File: src/rtl/div_pkg.sv
// Shared types and sizing helpers for the multi-cycle restoring divider.
package div_pkg;

  typedef enum logic [2:0] {
    IDLE = 3'd0,
    PREP = 3'd1,
    CALC = 3'd2,
    FIX  = 3'd3,
    DONE = 3'd4
  } div_state_t;

  // Counter width able to hold the iteration count WIDTH.
  function automatic int div_cnt_w(input int width);
    return $clog2(width + 1);
  endfunction

endpackage

File: src/rtl/div_step_nb.sv
// One restoring-division step: shift in the next dividend bit, subtract the divisor if it fits.
module div_step_nb #(
  parameter int WIDTH = 64
) (
  input  logic [WIDTH:0]   partial_rem,
  input  logic             in_bit,
  input  logic [WIDTH-1:0] dv_mag,
  output logic [WIDTH:0]   next_rem,
  output logic             q_bit
);

  logic [WIDTH+1:0] shifted_s;

  // Trial subtraction on the shifted partial remainder.
  always_comb begin
    shifted_s = {partial_rem, in_bit};
    next_rem  = shifted_s[WIDTH:0];
    q_bit     = 1'b0;
    if (shifted_s >= {2'b00, dv_mag}) begin
      next_rem = shifted_s[WIDTH:0] - {1'b0, dv_mag};
      q_bit    = 1'b1;
    end else begin
      next_rem = shifted_s[WIDTH:0];
      q_bit    = 1'b0;
    end
  end

endmodule

File: src/rtl/div_nb.sv
// Multi-cycle signed/unsigned integer divider with valid/ready on both sides.
// Radix-2 restoring division on magnitudes; divide-by-zero and MIN/-1 are resolved up front.
module div_nb
  import div_pkg::*;
#(
  parameter int WIDTH = 64
) (
  input  logic             clk_i,
  input  logic             rst_i,
  input  logic             in_valid_i,
  output logic             in_ready_o,
  input  logic             signed_i,
  input  logic [WIDTH-1:0] dividend_i,
  input  logic [WIDTH-1:0] divisor_i,
  output logic             out_valid_o,
  input  logic             out_ready_i,
  output logic [WIDTH-1:0] quotient_o,
  output logic [WIDTH-1:0] remainder_o,
  output logic             dbz_o,
  output logic             ovf_o
);

  localparam int               CNT_W    = div_cnt_w(WIDTH);
  localparam logic [CNT_W-1:0] CNT_ZERO = {CNT_W{1'b0}};
  localparam logic [CNT_W-1:0] CNT_ONE  = {{(CNT_W-1){1'b0}}, 1'b1};
  localparam logic [CNT_W-1:0] CNT_LAST = CNT_W'(WIDTH - 1);
  localparam logic [WIDTH-1:0] ZERO_W   = {WIDTH{1'b0}};
  localparam logic [WIDTH-1:0] ONE_W    = {{(WIDTH-1){1'b0}}, 1'b1};
  localparam logic [WIDTH-1:0] ONES_W   = {WIDTH{1'b1}};
  localparam logic [WIDTH-1:0] MIN_W    = {1'b1, {(WIDTH-1){1'b0}}};

  // Two's-complement negation, modulo 2^WIDTH.
  function automatic logic [WIDTH-1:0] neg_w(input logic [WIDTH-1:0] v);
    return (~v) + ONE_W;
  endfunction

  div_state_t       state_r, state_s;
  logic             in_ready_r, out_valid_r;
  logic [WIDTH-1:0] op_dd_r, op_dv_r;
  logic             signed_r, neg_q_r, neg_r_r;
  logic [WIDTH-1:0] quo_r, dvm_r;
  logic [WIDTH:0]   rem_r;
  logic [CNT_W-1:0] cnt_r;
  logic             dbz_r, ovf_r;
  logic [WIDTH-1:0] res_q_r, res_r_r;

  logic             dd_neg_s, dv_neg_s, dv_zero_s, ovf_hit_s;
  logic [WIDTH:0]   next_rem_s;
  logic             q_bit_s;

  assign dd_neg_s  = signed_r & op_dd_r[WIDTH-1];
  assign dv_neg_s  = signed_r & op_dv_r[WIDTH-1];
  assign dv_zero_s = (op_dv_r == ZERO_W);
  assign ovf_hit_s = signed_r & (op_dd_r == MIN_W) & (op_dv_r == ONES_W);

  div_step_nb #(.WIDTH(WIDTH)) u_step (
    .partial_rem (rem_r),
    .in_bit      (quo_r[WIDTH-1]),
    .dv_mag      (dvm_r),
    .next_rem    (next_rem_s),
    .q_bit       (q_bit_s)
  );

  // Next-state decode; special results still pass through FIX so results load in one place.
  always_comb begin
    state_s = state_r;
    case (state_r)
      IDLE: begin
        if (in_valid_i) state_s = PREP;
        else            state_s = IDLE;
      end
      PREP: begin
        if (dv_zero_s | ovf_hit_s) state_s = FIX;
        else                       state_s = CALC;
      end
      CALC: begin
        if (cnt_r == CNT_LAST) state_s = FIX;
        else                   state_s = CALC;
      end
      FIX:  state_s = DONE;
      DONE: begin
        if (out_ready_i) state_s = IDLE;
        else             state_s = DONE;
      end
      default: state_s = IDLE;
    endcase
  end

  // State register with registered handshake outputs.
  always_ff @(posedge clk_i) begin
    if (rst_i) begin
      state_r     <= IDLE;
      in_ready_r  <= 1'b1;
      out_valid_r <= 1'b0;
    end else begin
      state_r     <= state_s;
      in_ready_r  <= (state_s == IDLE);
      out_valid_r <= (state_s == DONE);
    end
  end

  // Operand capture, iteration datapath and result registers.
  always_ff @(posedge clk_i) begin
    if (rst_i) begin
      op_dd_r  <= ZERO_W;
      op_dv_r  <= ZERO_W;
      signed_r <= 1'b0;
      neg_q_r  <= 1'b0;
      neg_r_r  <= 1'b0;
      quo_r    <= ZERO_W;
      dvm_r    <= ZERO_W;
      rem_r    <= {1'b0, ZERO_W};
      cnt_r    <= CNT_ZERO;
      dbz_r    <= 1'b0;
      ovf_r    <= 1'b0;
      res_q_r  <= ZERO_W;
      res_r_r  <= ZERO_W;
    end else begin
      case (state_r)
        IDLE: begin
          if (in_valid_i) begin
            op_dd_r  <= dividend_i;
            op_dv_r  <= divisor_i;
            signed_r <= signed_i;
          end
        end
        PREP: begin
          neg_q_r <= dd_neg_s ^ dv_neg_s;
          neg_r_r <= dd_neg_s;
          quo_r   <= dd_neg_s ? neg_w(op_dd_r) : op_dd_r;
          dvm_r   <= dv_neg_s ? neg_w(op_dv_r) : op_dv_r;
          rem_r   <= {1'b0, ZERO_W};
          cnt_r   <= CNT_ZERO;
          dbz_r   <= dv_zero_s;
          ovf_r   <= ~dv_zero_s & ovf_hit_s;
        end
        CALC: begin
          quo_r <= {quo_r[WIDTH-2:0], q_bit_s};
          rem_r <= next_rem_s;
          cnt_r <= cnt_r + CNT_ONE;
        end
        FIX: begin
          if (dbz_r) begin
            res_q_r <= ONES_W;
            res_r_r <= op_dd_r;
          end else if (ovf_r) begin
            res_q_r <= op_dd_r;
            res_r_r <= ZERO_W;
          end else begin
            res_q_r <= neg_q_r ? neg_w(quo_r) : quo_r;
            res_r_r <= neg_r_r ? neg_w(rem_r[WIDTH-1:0]) : rem_r[WIDTH-1:0];
          end
        end
        DONE: begin
        end
        default: begin
        end
      endcase
    end
  end

  assign in_ready_o  = in_ready_r;
  assign out_valid_o = out_valid_r;
  assign quotient_o  = res_q_r;
  assign remainder_o = res_r_r;
  assign dbz_o       = dbz_r;
  assign ovf_o       = ovf_r;

endmodule

File: config.mk
export PLATFORM = sky130hd
export DESIGN_NAME = div_nb
export DESIGN_NICKNAME = d
export VERILOG_FILES = /design/src/rtl/div_pkg.sv /design/src/rtl/div_step_nb.sv /design/src/rtl/div_nb.sv
export SDC_FILE = /design/constraint.sdc
export NUM_CORES = 1
export LEC_CHECK = 0
export CORE_MARGIN = 10
export CORE_UTILIZATION = 29
export CTS_CLUSTER_DIAMETER = 60
export CTS_CLUSTER_SIZE = 30
export DETAILED_ROUTE_END_ITERATION = 10
export SLEW_MARGIN = 40
export SYNTH_ARGS = -nofsm -noshare
export SYNTH_HDL_FRONTEND = slang
export SYNTH_SLANG_ARGS = --single-unit
File: constraint.sdc
create_clock -name clk_i -period 3.96 [get_ports clk_i]
set_input_delay 0.396 -clock clk_i [delete_from_list [all_inputs] [get_ports clk_i]]
set_output_delay 0.396 -clock clk_i [all_outputs]
set_load 0.1 [all_outputs]
==> results.ini, run 1 <==
[worst_setup_path]
cp_data_arrival_time_ns=4.29
critPathLaunchType=register
r2r_cells=9
rr_startpoint=quo_r[21]$_SDFFE_PP0P_
ff2ff_setup_slack_ns=0.17
r2r_end=quotient_o[62]$_SDFFE_PP0N_
cp_max_fo=3
critPathKind=register to register
endpoint=quotient_o[62]$_SDFFE_PP0N_
critPathLaunch=quo_r[21]$_SDFFE_PP0P_
required_ns=4.46
worst_setup_path_end_kind=register

[timing]
drv_slew=0
fmax_mhz=263.9
final_hold_viol_count=0
rsz0062_at_grt=false
holdWs_ns=0.1755
setup_ws_ns=0.1709
fin_worst_skew_ns=0.06650
fin_tns_setup_ns=0
period_share_pct=95.68
maxSlewHeadroom_pct=51.11
tightest_slew_ns=0.7285
finalSetupViolations=0
period_needed_ns=3.789

[route]
first_pass_iters=8
vias_per_cell=5.406
antenna_left=0
drt_iter0_markers=2701
drc_errors=0
wl_per_cell_um=21.40
wirelength_um=108600
via_count=27430

[synth]
avgSynthCellArea_um2=7.588
synth.distinct_cells=72
ys_warn_count=0
synth_area_leaders=dfxtp_1, nand2_1, a21oi_1, xnor2_1, nor2_1
syn-num-nets=3794
syn_inst=3590
synth_edf_count=0
synth_top_cell_area_share_pct=34.25
ys_seq_area_share_pct=34.25
synth-seq-cells=466
yosysTopAreaCell=dfxtp_1
netlist_area_um2=27240
synthFlopType=dfxtp_1
async_reset_ff_share_pct=0

[cts]
cts_root_buf=clkbuf_16
ctsHtreeMaxLevel=2
cts_tree=done
cts_buffer_depth=3
clock_sinks=466
tritoncts.num_buffers=50
clk_latency_ns=0.65
ctsHoldBuffers=0
clk_pin_slew_ns=0.08

[run_status]
status=finished clean

[global_routing]
overflow=0
grt_pass1_vias=25383
grt_pass1_wl_um=162600
grt_max_degree=130
grt.total_usage_pct=19.23
antenna_found_initial=0

[cells_and_area]
fin_nets=3982
mostFrequentLayoutCells=nand2_1, dfxtp_1, a21oi_1
layout_commonest_cell=nand2_1
nFillCells=9987
finalNonFillerCells=5074
drive_above_1_share_pct=11.68
area_growth_pct=21.87

[pwr]
ir_drop_uv=906.9
p_leak_nw=12.74
p_per_area_nw_per_um2=918.3
total_power_w=0.03049

[floorplan]
start_util_pct=29.19
num_rows=112
io_pins=265
die_h_um=326.5
fp.dieW_um=326.5
core_region_area_um2=93330
dieArea_um2=106600

[place]
dp.cells=4976
pre_cts_ws_ns=0.06015
dp_hpwl_um=83340
io_buffers=264
gp_congestion=0.9696

[hold_path]
hold_class=primary input to register

[run]
maxCapViolations=0

-- final cells by class --
class | instances | area, µm² | area share, %
Multi-Input combinational cell | 2733 | 16560 | 49.89
Sequential cell | 466 | 9334 | 28.11
Timing Repair Buffer | 428 | 3388 | 10.21
Tap cell | 1254 | 1569 | 4.726
Clock buffer | 51 | 1276 | 3.844
Clock inverter | 42 | 694.4 | 2.092
Inverter | 99 | 371.6 | 1.119
Antenna cell | 1 | 2.502 | 0.007538
-- state kept, by name, summed over array words and instances (netlist names), 3 cells and up --
name and flops:
state_r 3, quotient_o 64, dvm_r 64, op_dv_r 64, op_dd_r 64, cnt_r 7
rem_r 65, quo_r 64, remainder_o 64
-- power by group --
| part | leakage, nW | internal, W | switching, W |
|---|---|---|---|
| registers | 3.79 | 0.00515 | 0.000798 |
| clock network | 0.941 | 0.00282 | 0.00263 |
| logic | 8.01 | 0.00766 | 0.0114 |
-- cell usage after synthesis (33+ instances only) --
cell        n
nor2_1    337
nor3_1     95
nand3_1    33
nand2_1   529
xor2_1    107
mux2i_1    48
a22oi_1    75
a21o_1     35
o21ai_0   174
a221oi_1   58
ha_1       70
inv_1      99
nand4_1    52
dfxtp_1   466
or4_1      33
o31ai_1    55
a21oi_1   357
xnor2_1   193
clkbuf_1  270
a211oi_1   87
or3_1      51
-- worst max-delay path, cell delays in order, from the launching register on --
cell and delay [ns]:
dfxtp_1 0.31, or4_1 0.55, or2_2 0.30, or4_1 0.59
or3_1 0.42, or3_1 0.36, or4_1 0.47, o21ai_1 0.18
xor2_1 0.08, a2111oi_0 0.38
-- stage by stage --
stage	utilization, %	area, µm²
2_1_floorplan	-	27240
3_3_place_gp	33.92	31660
3_5_place_dp	33.34	31120
4_1_cts	35.45	33090
5_1_grt	35.57	33200
6_report	35.57	33200
-- logic make-up (layout without fill, tap and decap cells) --
logic type      count (synthesis)  in the layout  share of synthesized area (%)
compound gates               1041           1041                          24.43
xor+xnor                      300            300                          9.645
fa+ha+maj                      71             71                          3.289
buf+inv                       391            620                          5.397
flops                         466            466                          34.25
mux                            52             52                          1.929
other cells                     0              1                              0
simple gates                 1269           1269                          21.06
-- how the worst min path moves through the flow --
stage | from | to | slack [ns] | depth (start not counted)
2_1_floorplan | rem_r[64]$_SDFFE_PP0P_ | rem_r[64]$_SDFFE_PP0P_ | 0.43 | 2
3_3_place_gp | rem_r[64]$_SDFFE_PP0P_ | rem_r[64]$_SDFFE_PP0P_ | 0.44 | 2
3_5_place_dp | dvm_r[38]$_SDFFE_PP0P_ | dvm_r[38]$_SDFFE_PP0P_ | 0.45 | 2
4_1_cts | rst_i | remainder_o[45]$_SDFFE_PP0N_ | 0.16 | 2
5_1_grt | rst_i | remainder_o[47]$_SDFFE_PP0N_ | 0.17 | 2
6_report | rst_i | remainder_o[45]$_SDFFE_PP0N_ | 0.18 | 2
-- layer usage --
metal | vias to the layer above | GRT usage (%) | part of all wire (%)
met1 | 13062 | 26.54 | 46
met2 | 1027 | 30.30 | 44
met4 | 0 | 6.584 | 3.6
li1 | 13180 | - | -
met5 | - | 0 | 0
met3 | 161 | 2.797 | 6.4
-- timing repair --
| item | in CTS | in global routing |
|---|---|---|
| setup endpoints to repair | 0 | 28 |
| buffers inserted | 0 | 3 |
| gates resized for setup | 0 | 7 |
(Power assumes the default switching activity.)
==> inputs of run 2 (changes only) <==
CAP_MARGIN = 20   (was unset)
CELL_PAD_IN_SITES_DETAIL_PLACEMENT = 0   (was unset)
CELL_PAD_IN_SITES_GLOBAL_PLACEMENT = 1   (was unset)
HOLD_SLACK_MARGIN = 0.03   (was unset)
PLACE_DENSITY_LB_ADDON = 0.1   (was unset)
==> run 2 against run 1 <==
Sequential share of layout area fell by 0.16 points. Via count fell by 2.2%. Non-clock buffer count rose by 31.
==> results.ini, run 2 (same netlist as run 1, synthesis figures left out) <==
[run_status]
status=finished clean

[route]
vias_per_cell=5.242
drt_iter0_markers=1930
first_pass_iters=6
wirelength_um=118900
wl_per_cell_um=23.25
via_count=26817
antenna_left=0
drc_errors=0

[global_routing]
antenna_found_initial=0
grt_pass1_wl_um=176900
grt.total_usage_pct=21.30
grt_max_degree=166
overflow=0
grt_pass1_vias=26288

[cts]
tritoncts.num_buffers=55
cts_root_buf=clkbuf_16
ctsHtreeMaxLevel=2
cts_buffer_depth=3
cts_tree=done
clock_sinks=466
clk_pin_slew_ns=0.07
clk_latency_ns=0.65
cts_setup_buffers=0

[place]
dp_hpwl_um=90560
io_buffers=264
place_area_um2=31440
gp_congestion=0.8938

[cells_and_area]
area_growth_pct=22.64
mostFrequentLayoutCells=nand2_1, dfxtp_1, a21oi_1
nFillCells=10186
largest_reg_flops=65
regMostFlops=rem_r
fin_area_um2=33410
layout_commonest_cell=nand2_1
drive_above_1_share_pct=12.46
fin_nets=4018

[worst_setup_path]
critPathKind=register to register
r2r_end=quotient_o[59]$_SDFFE_PP0N_
r2r_cells=10
cp_data_arrival_time_ns=4.30
ff2ff_setup_slack_ns=0.19
slowest_delay_ns=0.55
crit_chain=or4_1 -> or2_1 -> or3_1 -> or3_4 -> or3_4 -> or3_1 -> or3_1 -> a21oi_1 -> xor2_1 -> a2111oi_1
endpoint=quotient_o[59]$_SDFFE_PP0N_
cpMostUsedCell=or3_1
critPathLaunch=quo_r[34]$_SDFFE_PP0P_
rr_startpoint=quo_r[34]$_SDFFE_PP0P_
required_ns=4.49
worst_setup_path_end_kind=register
crit_slowest_cell=or4_1
critPathLaunchType=register
cp_max_fo=6

[pwr]
p_per_area_nw_per_um2=949.8
p_leak_nw=12.90
total_power_w=0.03173
ir_drop_uv=1119

[floorplan]
fp.dieW_um=326.5
start_util_pct=29.19
dieArea_um2=106600
io_pins=265
core_region_area_um2=93330
num_rows=112
die_h_um=326.5

[hold_path]
hold_class=primary input to register

[run]
maxCapViolations=0

[timing]
fin_worst_skew_ns=0.02828
finalSetupViolations=0
fmax_mhz=265.1
tightest_slew_ns=0.9681
drv_slew=0
period_share_pct=95.26
final_hold_viol_count=0
maxSlewHeadroom_pct=34.87
period_needed_ns=3.772
rsz0062_at_grt=false

-- run 2: routing by layer --
| layer | GRT usage (%) | vias up | routed length [µm] |
|---|---|---|---|
| met5 | 0 | - | 0 |
| met4 | 5.763 | 0 | 3235 |
| met3 | 2.846 | 119 | 4839 |
| met2 | 35.44 | 613 | 55290 |
| met1 | 28.58 | 12810 | 55590 |
| li1 | - | 13275 | - |
-- run 2: layout make-up --
| type | instances | area, µm² | area share (%) |
|---|---|---|---|
| inverter | 99 | 371.6 | 1.112 |
| tap | 1254 | 1569 | 4.696 |
| clock inverter | 37 | 401.6 | 1.202 |
| antenna | 1 | 2.502 | 0.007490 |
| clock buffer | 67 | 1535 | 4.595 |
| timing repair buffer | 459 | 3677 | 11.01 |
| sequential | 466 | 9339 | 27.95 |
| multi-input combinational | 2733 | 16510 | 49.43 |
-- run 2: where the power goes --
part / total (W) / switching, W / internal (W)
logic: 0.0204 / 0.0121 / 0.00832
clock network: 0.00548 / 0.00252 / 0.00296
registers: 0.00585 / 0.000695 / 0.00515
total: 0.0317 / 0.0153 / 0.0164
-- run 2: worst min path at each step --
stage                        endpoint              startpoint  depth (start not counted)  slack (ns)
2_1_floorplan  rem_r[64]$_SDFFE_PP0P_  rem_r[64]$_SDFFE_PP0P_                          2        0.43
3_3_place_gp   rem_r[64]$_SDFFE_PP0P_  rem_r[64]$_SDFFE_PP0P_                          2        0.44
3_5_place_dp   rem_r[64]$_SDFFE_PP0P_  rem_r[64]$_SDFFE_PP0P_                          2        0.45
4_1_cts         quo_r[1]$_SDFFE_PP0P_                   rst_i                          2        0.13
5_1_grt         quo_r[1]$_SDFFE_PP0P_                   rst_i                          2        0.16
6_report        quo_r[1]$_SDFFE_PP0P_                   rst_i                          2        0.17
-- run 2: worst max-delay path, delay by kind of cell, from the launching register on --
family	cells	cell delay (ns)
compound gates	2	0.56
xor+xnor	1	0.09
flops	1	0.37
simple gates	7	2.64
-- run 2: timing repair --
item,in CTS,in global routing
hold endpoints to repair,0,0
pin swaps,0,2
hold buffers,0,0
endpoints found under the setup margin,10,68
gates resized for setup,1,8
-- run 2: per-stage QoR --
step	instances	setup WS (ns)	TNS (ns)	utilization [%]	hold WS [ns]
6_report	5116	0.1879	0	35.80	0.1671
5_1_grt	5115	0.009047	0	35.79	0.1586
4_1_cts	5115	0.01204	0	35.77	0.1253
3_5_place_dp	5011	-0.1802	-1.682	33.69	0.4468
3_3_place_gp	5010	-0.1086	-1.003	34.38	0.4393
2_1_floorplan	3590	0.3137	0	-	0.4257
